==> config.mk <==
export PLATFORM = sky130hd
export DESIGN_NAME = alu_decode_exec
export DESIGN_NICKNAME = d
export VERILOG_FILES = /design/src/rtl/alu_decode_exec.sv
export SDC_FILE = /design/constraint.sdc
export NUM_CORES = 1
export LEC_CHECK = 0
export CORE_AREA = 2 2 206 208
export DETAILED_ROUTE_END_ITERATION = 10
export DIE_AREA = 0 0 208 210
export GPL_TIMING_DRIVEN = 0
export SYNTH_ARGS = -nofsm -noshare
export SYNTH_HDL_FRONTEND = slang
export SYNTH_SLANG_ARGS = --single-unit
==> constraint.sdc <==
create_clock -name clk -period 8.1 [get_ports clk]
set_input_delay 0.81 -clock clk [delete_from_list [all_inputs] [get_ports clk]]
set_output_delay 0.81 -clock clk [all_outputs]
set_load 0.05 [all_outputs]
==> src/rtl/alu_decode_exec.sv <==
// Single-cycle RV32I decode + ALU + next-PC unit with registered result and sticky illegal flag.
// Optional RV32M multiply/divide enabled by defining ALU_M_EXT_EN.
module alu_decode_exec (
    input  logic        clk,
    input  logic        rst_n,
    input  logic [6:0]  opcode,
    input  logic [2:0]  funct3,
    input  logic [6:0]  funct7,
    input  logic [31:0] rs1_val,
    input  logic [31:0] rs2_val,
    input  logic [31:0] imm,
    input  logic [31:0] pc,
    output logic        reg_write,
    output logic        alu_src,
    output logic        mem_read,
    output logic        mem_write,
    output logic        mem_to_reg,
    output logic        branch,
    output logic        jump,
    output logic        jump_r,
    output logic        csr_read_en,
    output logic        csr_write_en,
    output logic        is_csr,
    output logic [2:0]  branch_type,
    output logic [1:0]  alu_op,
    output logic [4:0]  alu_ctrl,
    output logic [31:0] alu_result,
    output logic        zero,
    output logic        branch_taken,
    output logic [31:0] next_pc,
    output logic [31:0] result_q,
    output logic        illegal_q
);

    typedef enum logic [6:0] {
        OPC_LUI    = 7'b0110111,
        OPC_AUIPC  = 7'b0010111,
        OPC_JAL    = 7'b1101111,
        OPC_JALR   = 7'b1100111,
        OPC_BRANCH = 7'b1100011,
        OPC_LOAD   = 7'b0000011,
        OPC_STORE  = 7'b0100011,
        OPC_OP_IMM = 7'b0010011,
        OPC_OP     = 7'b0110011,
        OPC_SYSTEM = 7'b1110011
    } opcode_e;

    typedef enum logic [4:0] {
        ALU_ADD, ALU_SUB, ALU_AND, ALU_OR, ALU_XOR, ALU_SLL, ALU_SRL, ALU_SRA,
        ALU_SLT, ALU_SLTU, ALU_PASSB,
        ALU_MUL, ALU_MULH, ALU_MULHSU, ALU_MULHU, ALU_DIV, ALU_DIVU, ALU_REM, ALU_REMU
    } alu_ctrl_e;

    alu_ctrl_e   ctrl;
    logic        illegal;
    logic        kill_result;
    logic [31:0] op_a;
    logic [31:0] op_b;
    logic [31:0] alu_raw;
    logic [4:0]  shamt;

    function automatic alu_ctrl_e base_op(input logic [2:0] f3, input logic alt);
        case (f3)
            3'b000:  return ALU_ADD;
            3'b001:  return ALU_SLL;
            3'b010:  return ALU_SLT;
            3'b011:  return ALU_SLTU;
            3'b100:  return ALU_XOR;
            3'b101:  return alt ? ALU_SRA : ALU_SRL;
            3'b110:  return ALU_OR;
            default: return ALU_AND;
        endcase
    endfunction

    // Controls are only raised once an encoding is known to be legal, so
    // every illegal path leaves them at their all-zero defaults.
    always_comb begin
        reg_write    = 1'b0;
        alu_src      = 1'b0;
        mem_read     = 1'b0;
        mem_write    = 1'b0;
        mem_to_reg   = 1'b0;
        branch       = 1'b0;
        jump         = 1'b0;
        jump_r       = 1'b0;
        csr_read_en  = 1'b0;
        csr_write_en = 1'b0;
        is_csr       = 1'b0;
        branch_type  = 3'b000;
        alu_op       = 2'b00;
        ctrl         = ALU_ADD;
        illegal      = 1'b0;
        kill_result  = 1'b0;
        case (opcode)
            OPC_LUI: begin
                reg_write = 1'b1;
                alu_src   = 1'b1;
                ctrl      = ALU_PASSB;
            end
            OPC_AUIPC: begin
                reg_write = 1'b1;
                alu_src   = 1'b1;
            end
            OPC_JAL: begin
                reg_write = 1'b1;
                alu_src   = 1'b1;
                jump      = 1'b1;
            end
            OPC_JALR: begin
                reg_write = 1'b1;
                alu_src   = 1'b1;
                jump_r    = 1'b1;
            end
            OPC_BRANCH: begin
                case (funct3)
                    3'b000:  branch_type = 3'b000;
                    3'b001:  branch_type = 3'b001;
                    3'b100:  branch_type = 3'b010;
                    3'b101:  branch_type = 3'b011;
                    3'b110:  branch_type = 3'b100;
                    3'b111:  branch_type = 3'b101;
                    default: illegal     = 1'b1;
                endcase
                if (!illegal) begin
                    branch = 1'b1;
                    alu_op = 2'b01;
                    ctrl   = ALU_SUB;
                end
            end
            OPC_LOAD: begin
                reg_write  = 1'b1;
                alu_src    = 1'b1;
                mem_read   = 1'b1;
                mem_to_reg = 1'b1;
            end
            OPC_STORE: begin
                alu_src   = 1'b1;
                mem_write = 1'b1;
            end
            OPC_OP_IMM: begin
                reg_write = 1'b1;
                alu_src   = 1'b1;
                alu_op    = 2'b11;
                ctrl      = base_op(funct3, funct7[5]);
            end
            OPC_OP: begin
                if (funct7 == 7'b0000000) begin
                    reg_write = 1'b1;
                    alu_op    = 2'b10;
                    ctrl      = base_op(funct3, 1'b0);
                end else if (funct7 == 7'b0100000 &&
                             (funct3 == 3'b000 || funct3 == 3'b101)) begin
                    reg_write = 1'b1;
                    alu_op    = 2'b10;
                    ctrl      = (funct3 == 3'b000) ? ALU_SUB : ALU_SRA;
                end else if (funct7 == 7'b0000001) begin
`ifdef ALU_M_EXT_EN
                    reg_write = 1'b1;
                    alu_op    = 2'b10;
                    ctrl      = alu_ctrl_e'(5'(ALU_MUL) + 5'(funct3));
`else
                    illegal     = 1'b1;
                    kill_result = 1'b1;
`endif
                end else begin
                    illegal = 1'b1;
                end
            end
            OPC_SYSTEM: begin
                if (funct3 == 3'b000) begin
                    illegal = 1'b1;
                end else begin
                    reg_write    = 1'b1;
                    alu_src      = 1'b1;
                    is_csr       = 1'b1;
                    csr_read_en  = 1'b1;
                    csr_write_en = ~funct3[2];
                end
            end
            default: illegal = 1'b1;
        endcase
    end

    assign alu_ctrl = ctrl;
    assign op_a  = (opcode == OPC_AUIPC || opcode == OPC_JAL || opcode == OPC_JALR) ? pc : rs1_val;
    assign op_b  = (jump || jump_r) ? 32'd4 : (alu_src ? imm : rs2_val);
    assign shamt = op_b[4:0];

`ifdef ALU_M_EXT_EN
    logic        a_sgn;
    logic        b_sgn;
    logic [63:0] mul_a;
    logic [63:0] mul_b;
    logic [63:0] prod;
    logic        div_zero;
    logic        div_ovf;

    // One 64x64 multiplier serves all four variants; the low half is
    // sign-agnostic and the high half depends only on operand extension.
    assign a_sgn    = (ctrl == ALU_MULH) || (ctrl == ALU_MULHSU);
    assign b_sgn    = (ctrl == ALU_MULH);
    assign mul_a    = {{32{a_sgn & op_a[31]}}, op_a};
    assign mul_b    = {{32{b_sgn & op_b[31]}}, op_b};
    assign prod     = mul_a * mul_b;
    assign div_zero = (op_b == '0);
    assign div_ovf  = (op_a == 32'h8000_0000) && (op_b == '1);
`endif

    always_comb begin
        alu_raw = '0;
        case (ctrl)
            ALU_ADD:   alu_raw = op_a + op_b;
            ALU_SUB:   alu_raw = op_a - op_b;
            ALU_AND:   alu_raw = op_a & op_b;
            ALU_OR:    alu_raw = op_a | op_b;
            ALU_XOR:   alu_raw = op_a ^ op_b;
            ALU_SLL:   alu_raw = op_a << shamt;
            ALU_SRL:   alu_raw = op_a >> shamt;
            ALU_SRA:   alu_raw = $signed(op_a) >>> shamt;
            ALU_SLT:   alu_raw = {31'b0, $signed(op_a) < $signed(op_b)};
            ALU_SLTU:  alu_raw = {31'b0, op_a < op_b};
            ALU_PASSB: alu_raw = op_b;
`ifdef ALU_M_EXT_EN
            ALU_MUL:    alu_raw = prod[31:0];
            ALU_MULH,
            ALU_MULHSU,
            ALU_MULHU:  alu_raw = prod[63:32];
            ALU_DIV:    alu_raw = div_zero ? '1 : (div_ovf ? 32'h8000_0000 : $signed(op_a) / $signed(op_b));
            ALU_DIVU:   alu_raw = div_zero ? '1 : op_a / op_b;
            ALU_REM:    alu_raw = div_zero ? op_a : (div_ovf ? '0 : $signed(op_a) % $signed(op_b));
            ALU_REMU:   alu_raw = div_zero ? op_a : op_a % op_b;
`endif
            default:   alu_raw = '0;
        endcase
    end

    assign alu_result = kill_result ? '0 : alu_raw;
    assign zero       = (alu_result == '0);

    always_comb begin
        branch_taken = 1'b0;
        if (branch) begin
            case (branch_type)
                3'b000:  branch_taken = (rs1_val == rs2_val);
                3'b001:  branch_taken = (rs1_val != rs2_val);
                3'b010:  branch_taken = ($signed(rs1_val) <  $signed(rs2_val));
                3'b011:  branch_taken = ($signed(rs1_val) >= $signed(rs2_val));
                3'b100:  branch_taken = (rs1_val <  rs2_val);
                3'b101:  branch_taken = (rs1_val >= rs2_val);
                default: branch_taken = 1'b0;
            endcase
        end
    end

    always_comb begin
        if (jump_r)
            next_pc = (rs1_val + imm) & ~32'h1;
        else if (jump || branch_taken)
            next_pc = pc + imm;
        else
            next_pc = pc + 32'd4;
    end

    always_ff @(posedge clk or negedge rst_n) begin
        if (!rst_n) begin
            result_q  <= '0;
            illegal_q <= 1'b0;
        end else begin
            result_q <= alu_result;
            if (illegal)
                illegal_q <= 1'b1;
        end
    end

endmodule

==> results.py, run 1 <==
metrics = {
    "synthesis": {
        "synth_xor_area_share_pct": 5.26,
        "synth_compound_area_share_pct": 35.5,
        "synth_area_leaders": "ha_1 (15%), a21oi_1 (6.9%), mux2i_1 (6.4%), nor2_1 (6.0%), nand2_1 (5.1%)",
        "synth_fa_ha_area_share_pct": 15.0,
        "synthCells": 2441,
        "synth_area_mm2": 0.0165,
        "synth_top_area_share_pct": 14.5,
        "synthMuxAreaShare_pct": 8.19,
        "synth_flop_cell": "dfrtp_1",
        "synthArstFlopShare_pct": 100,
        "synth_edf_count": 0,
        "yosys.area_share.simple_pct": 23.5,
        "yosysWarnings": 0,
        "syn_nets": 2783,
        "ys_seq_area_share_pct": 5.01,
        "synth_cell_type_count": 109,
        "synth_seq_cells": 33,
        "syn_avg_cell_area_um2": 6.75,
        "synth_top_family_by_area": "compound AO/OA/AOI/OAI gates",
        "synth_area_leader_cell": "ha_1",
    },
    "cts": {
        "cts_tree": "done",
        "worstSkewPairLatency_ps": 290,
        "cts_buffers": 5,
        "cts_hold_buf": 0,
        "clock_sinks": 33,
        "h-tree-depth": 2,
        "cts_buffer_depth": 2,
        "clkTransAtPathRegs_ps": 60,
        "cts-root-buf": "clkbuf_16",
    },
    "pwr": {
        "power.total_mw": 2.66,
        "power_density_mw_per_mm2": 128,
        "power.leakage_nw": 8.81,
        "ir_drop_mv": 0.113,
    },
    "setup_path": {
        "worstPathArrival_ps": 7160,
        "reg2reg_from": "illegal_q",
        "critPathTopFamily": "simple AND/OR/NAND/NOR gates",
        "worstPathMaxFanout": 10,
        "worstPathRequired_ps": 7290,
        "slowest_stage": "or4_1",
        "end_kind": "primary output",
        "timing.rr.end": "illegal_q",
        "worst_path_most_repeated_cell": "a2111oi_4",
        "cp.buffers_inverters": 6,
        "reg2reg_depth": 1,
        "path_class": "primary input to primary output",
        "crit_path_max_incr_delay_ps": 500,
        "reg2reg_slack_ps": 7380,
        "startpoint_type": "primary input",
    },
    "floorplan": {
        "initial_core_util_pct": 39.7,
        "die_area_mm2": 0.0437,
        "core_mm2": 0.0415,
        "fp.dieW_um": 208,
        "boundaryPins": 267,
        "rows": 75,
        "dieHeight_um": 210,
    },
    "routing": {
        "first_pass_iters": 7,
        "final_antenna_net_count": 0,
        "drt-total-wl_mm": 107,
        "wire_per_inst_um": 32.8,
        "viasPerCell": 6.91,
        "drc_errors": 0,
        "drtIter0Drc": 2905,
        "vias": 22600,
    },
    "finish": {
        "drive_above_1_share_pct": 9.80,
        "multi_input_area_mm2": 0.0150,
        "final_util_pct": 50.1,
        "areaGrowthSynthToFinish_pct": 26.2,
        "regArea_um2": 826,
        "nets": 3065,
        "fillers": 4219,
    },
    "sta": {
        "setup-tns-final_ps": 0,
        "max_freq_mhz": 126,
        "clock_skew_ps": 0,
        "worst_slew_margin_rel_pct": -10.5,
        "setup_viol_count_final": 0,
        "fin_crit_ps": 7970,
        "period_share_pct": 98.4,
        "hold_viol_final": 0,
        "slew_violations": 4,
        "tightest_slew_ps": 1640,
        "fin_ws_ps": 133,
    },
    "global_route": {
        "grt_pass1_vias": 21200,
        "antenna_found_initial": 7,
        "grt-ovfl-total": 0,
        "grtUsageTotal_pct": 46.9,
        "grt_first_pass_wirelength_mm": 150,
        "grt_max_degree": 34,
    },
    "outcome": {
        "status": "finished with violations",
        "violations": "max-capacitance violations, max-slew violations",
    },
    "worst_hold_path": {
        "hold_path.startpoint": "illegal_q",
        "min_path_cells": 1,
        "min_to": "illegal_q",
        "hold_class": "flip-flop to flip-flop",
    },
    "place": {
        "place_hpwl_mm": 85.7,
        "place_congestion": 1.10,
        "pre_cts_slack_ps": -2830,
        "io_buffers": 263,
    },
    "job": {
        "cap_violations": 1,
    },
}
stage by stage:
step	instance area, um^2	hold WS, ps	cells
finish	20800	478	3268
global route	20800	502	3267
CTS	20400	490	3251
detailed placement	19800	476	3244
global placement	19800	461	3243
floorplan	16500	514	2441
how the worst max path moves through the flow:
stage	slack, ps	startpoint	endpoint	cells after the start
4_1_cts	-190	opcode[2]	zero	28
2_1_floorplan	140	opcode[4]	zero	26
5_1_grt	-30	opcode[2]	zero	28
6_report	130	opcode[2]	zero	28
3_5_place_dp	-2830	opcode[6]	zero	28
3_3_place_gp	-2770	opcode[6]	zero	28
cell families (layout without fill, tap and decap cells):
logic type	after synthesis	in the layout
simple gates	819	819
fa+ha+maj	196	196
mux	128	128
compound gates	880	880
other cells	1	6
flops	33	33
xor+xnor	99	99
buf+inv	285	568
registers in the layout (all words and copies together), names as in the netlist:
signal,cells
illegal_q,1
result_q,32
where the power goes:
| group | switching [mW] | internal (mW) | leakage [nW] |
|---|---|---|---|
| logic | 1.50 | 0.710 | 8.34 |
| registers | 0.0116 | 0.209 | 0.385 |
| clock network | 0.0757 | 0.154 | 0.0842 |
synthesized netlist by cell type, types with 25 or more instances:
master	count
a31oi_1	37
nand2_1	223
mux2i_1	106
buf_2	39
nor2_1	263
o22ai_1	27
dfrtp_1	33
nand3_1	73
inv_1	140
ha_1	191
a21oi_1	228
xor2_1	31
nand2b_1	26
o21a_1	25
a21o_1	36
xnor2_1	68
a211oi_1	51
o21ai_0	167
clkbuf_1	69
nor3_1	58
o211ai_1	51
layout by cell type, fill, tap and decap left out, types with 11 or more instances in the layout:
| cell | synthesis | routed |
|---|---|---|
| and3_1 | 24 | 24 |
| xor2_1 | 31 | 30 |
| or3_1 | 17 | 17 |
| clkdlybuf4s50_1 | 0 | 244 |
| a22oi_1 | 19 | 19 |
| mux2i_1 | 106 | 91 |
| buf_4 | 15 | 41 |
| nand4_1 | 21 | 21 |
| nand3_1 | 73 | 73 |
| nor4_1 | 13 | 11 |
| a21oi_1 | 228 | 219 |
| o21a_1 | 25 | 25 |
| buf_6 | 6 | 13 |
| nand2b_1 | 26 | 26 |
| dfrtp_1 | 33 | 33 |
| clkbuf_1 | 69 | 49 |
| a221oi_1 | 21 | 18 |
| o21ai_1 | 19 | 20 |
| buf_2 | 39 | 32 |
| a211oi_1 | 51 | 48 |
| a21o_1 | 36 | 36 |
| o22ai_1 | 27 | 27 |
| nand2_1 | 223 | 221 |
| nor2_1 | 263 | 260 |
| xnor2_1 | 68 | 65 |
| o21ai_0 | 167 | 163 |
| o211ai_1 | 51 | 51 |
| o21bai_1 | 18 | 18 |
| and2_1 | 15 | 15 |
| nor3_1 | 58 | 54 |
| o31ai_1 | 22 | 20 |
| ha_1 | 191 | 186 |
| nor2b_1 | 23 | 23 |
| a31oi_1 | 37 | 33 |
| mux2_2 | 16 | 16 |
| or2_2 | 24 | 23 |
| inv_1 | 140 | 140 |
| o221ai_1 | 14 | 13 |
final cells by class:
class,count,area share [%]
clock inverters,1,0.144
diodes,5,0.0602
inverters,146,2.67
well taps,539,3.24
repair buffers,288,13.6
clock buffers,7,0.686
multi-input cells,2123,72.1
flip-flops and latches,33,3.97
plain buffers,126,3.54
layer usage:
layer,wire (um),global-route usage [%],vias to the layer above
met1,39100,57.0,10700
met3,13800,13.1,462
met2,45200,72.0,1782
li1,-,-,9636
met4,8990,31.6,4
met5,29,0,-
timing repair:
action / CTS / global route
setup buffers: 7 / 16
pin swaps: 13 / 21
gates resized for setup: 112 / 73
setup endpoints to repair: 31 / 40
(Power assumes the default switching activity.)
==> run 2, diff against run 1 <==
--- a/config.mk
+++ b/config.mk
@@ -5,10 +5,11 @@
 export SDC_FILE = /design/constraint.sdc
 export NUM_CORES = 1
 export LEC_CHECK = 0
-export CORE_AREA = 2 2 206 208
+export CORE_AREA = 3 3 207 209
 export DETAILED_ROUTE_END_ITERATION = 10
-export DIE_AREA = 0 0 208 210
+export DIE_AREA = 0 0 210 212
 export GPL_TIMING_DRIVEN = 0
 export SYNTH_ARGS = -nofsm -noshare
 export SYNTH_HDL_FRONTEND = slang
 export SYNTH_SLANG_ARGS = --single-unit
+export TNS_END_PERCENT = 50
==> constraint.sdc (replaced) <==
create_clock -name clk -period 7.1 [get_ports clk]
set_input_delay 0.71 -clock clk [delete_from_list [all_inputs] [get_ports clk]]
set_output_delay 0.71 -clock clk [all_outputs]
set_load 0.05 [all_outputs]
==> results.py, run 2 (synthesized netlist as in run 1, its figures left out) <==
metrics = {
    "sta": {
        "timing.hold.ws_ps": 504,
        "rsz0062_at_grt": "yes",
        "max_freq_mhz": 136,
        "hold_viol_final": 0,
        "fin_crit_ps": 7360,
        "slew_violations": 1,
        "clock_skew_ps": 0,
        "worst_slew_margin_rel_pct": -1.06,
        "setup-tns-final_ps": -393,
        "tightest_slew_ps": 1480,
        "fin_ws_ps": -265,
        "period_share_pct": 104,
        "setup_viol_count_final": 4,
    },
    "setup_path": {
        "path_class": "primary input to primary output",
        "reg2reg_slack_ps": 6120,
        "worstPathRequired_ps": 6390,
        "end_kind": "primary output",
        "worstPathMaxFanout": 10,
        "worstPathArrival_ps": 6650,
        "startpoint_type": "primary input",
    },
    "cts": {
        "clkTransAtPathRegs_ps": 50,
        "cts_buffer_depth": 2,
        "clock_sinks": 33,
        "cts-root-buf": "clkbuf_16",
        "cts_tree": "done",
        "worstSkewPairLatency_ps": 280,
        "cts_hold_buf": 0,
        "h-tree-depth": 2,
        "cts_buffers": 5,
    },
    "place": {
        "pre_cts_slack_ps": -2720,
        "io_buffers": 263,
        "place_congestion": 1.14,
        "place_hpwl_mm": 85.6,
    },
    "finish": {
        "reg.largest.list": "result_q (32), illegal_q (1)",
        "largest_reg_flops": 32,
        "largest_register": "result_q",
        "mostFrequentLayoutCell": "nor2_1",
        "layout_common_cells": "nor2_1 (253), nand2_1 (218), a21oi_1 (218)",
        "fillers": 4110,
        "final_util_pct": 53.0,
        "drive_above_1_share_pct": 13.7,
        "nets": 3110,
        "areaGrowthSynthToFinish_pct": 31.8,
    },
    "outcome": {
        "violations": "max-capacitance violations, max-slew violations, negative setup slack",
        "status": "finished with violations",
    },
    "pwr": {
        "power_density_mw_per_mm2": 142,
        "ir_drop_mv": 0.133,
        "power.leakage_nw": 9.31,
        "power.total_mw": 3.09,
    },
    "routing": {
        "viasPerCell": 6.97,
        "drt-total-wl_mm": 107,
        "drc_errors": 0,
        "wire_per_inst_um": 32.5,
        "final_antenna_net_count": 0,
        "drtIter0Drc": 3393,
        "first_pass_iters": 8,
        "vias": 23000,
    },
    "floorplan": {
        "dieHeight_um": 212,
        "core_mm2": 0.0410,
        "die_area_mm2": 0.0445,
        "initial_core_util_pct": 40.2,
        "fp.dieW_um": 210,
        "rows": 74,
        "boundaryPins": 267,
    },
    "global_route": {
        "grt_pass1_vias": 21500,
        "antenna_found_initial": 3,
        "grtUsageTotal_pct": 45.7,
        "grt-ovfl-total": 0,
        "grt_first_pass_wirelength_mm": 150,
        "grt_max_degree": 34,
    },
    "job": {
        "cap_violations": 1,
    },
    "worst_hold_path": {
        "hold_class": "primary input to asynchronous set/reset pin",
    },
}
==> run 2: final timing paths <==
kind | start | end | depth (start not counted)
hold reg to reg | illegal_q | illegal_q | 1
setup / recovery | funct7[3] | zero | 16
min in group clk | illegal_q | illegal_q | 1
max in group asynchronous | rst_n | result_q[17] | 1
setup reg to reg | illegal_q | illegal_q | 1
hold / removal | rst_n | result_q[8] | 1
==> run 2: timing repair <==
item | CTS | global route
setup buffers | 42 | 24
setup endpoints to repair | 52 | 52
gates resized for setup | 233 | 109
gates cloned | 0 | 2
endpoints found under the hold margin | 0 | 0
pin swaps | 51 | 38
==> run 2: area by class of cell <==
class / count / area, um^2 / share of cell area (%)
Clock inverter: 1 / 30.0 / 0.138
Timing Repair Buffer: 335 / 3220 / 14.8
Multi-Input combinational cell: 2123 / 15400 / 70.9
Tap cell: 532 / 666 / 3.06
Clock buffer: 7 / 143 / 0.657
Buffer: 124 / 866 / 3.99
Inverter: 146 / 559 / 2.57
Antenna cell: 3 / 7.51 / 0.0346
Sequential cell: 33 / 826 / 3.80
==> run 2: worst max-delay path, cell delays in order <==
cell,delay [ps]
clkdlybuf4s50_1,400
or4_1,620
nor2_1,210
a31oi_1,240
o21ai_0,1060
clkbuf_1,590
nor2_1,320
a21oi_1,220
nor2_1,70
a311oi_1,640
a21oi_1,310
or3_1,390
nor4_2,290
nand4_1,190
nor3_4,220
buf_6,180
==> run 2: power by group <==
part | switching (mW) | internal, mW | leakage [nW]
Clock | 0.0819 | 0.175 | 0.0841
Sequential | 0.0138 | 0.239 | 0.385
Combinational | 1.72 | 0.861 | 8.84
==> run 2: metrics by stage <==
| step | instance area, um^2 | std cells |
|---|---|---|
| global route | 21700 | 3302 |
| finish | 21700 | 3304 |
| floorplan | 16600 | 2441 |
| detailed placement | 20000 | 3240 |
| global placement | 19900 | 3236 |
| CTS | 21300 | 3279 |
==> run 2: per-layer routing <==
metal	up-vias	part of all wire (%)	global-route usage, %
li1	9734	-	-
met1	11000	37	57.7
met2	1842	41	68.4
met3	489	12	11.6
met4	6	9.2	31.5
met5	-	0.080	0
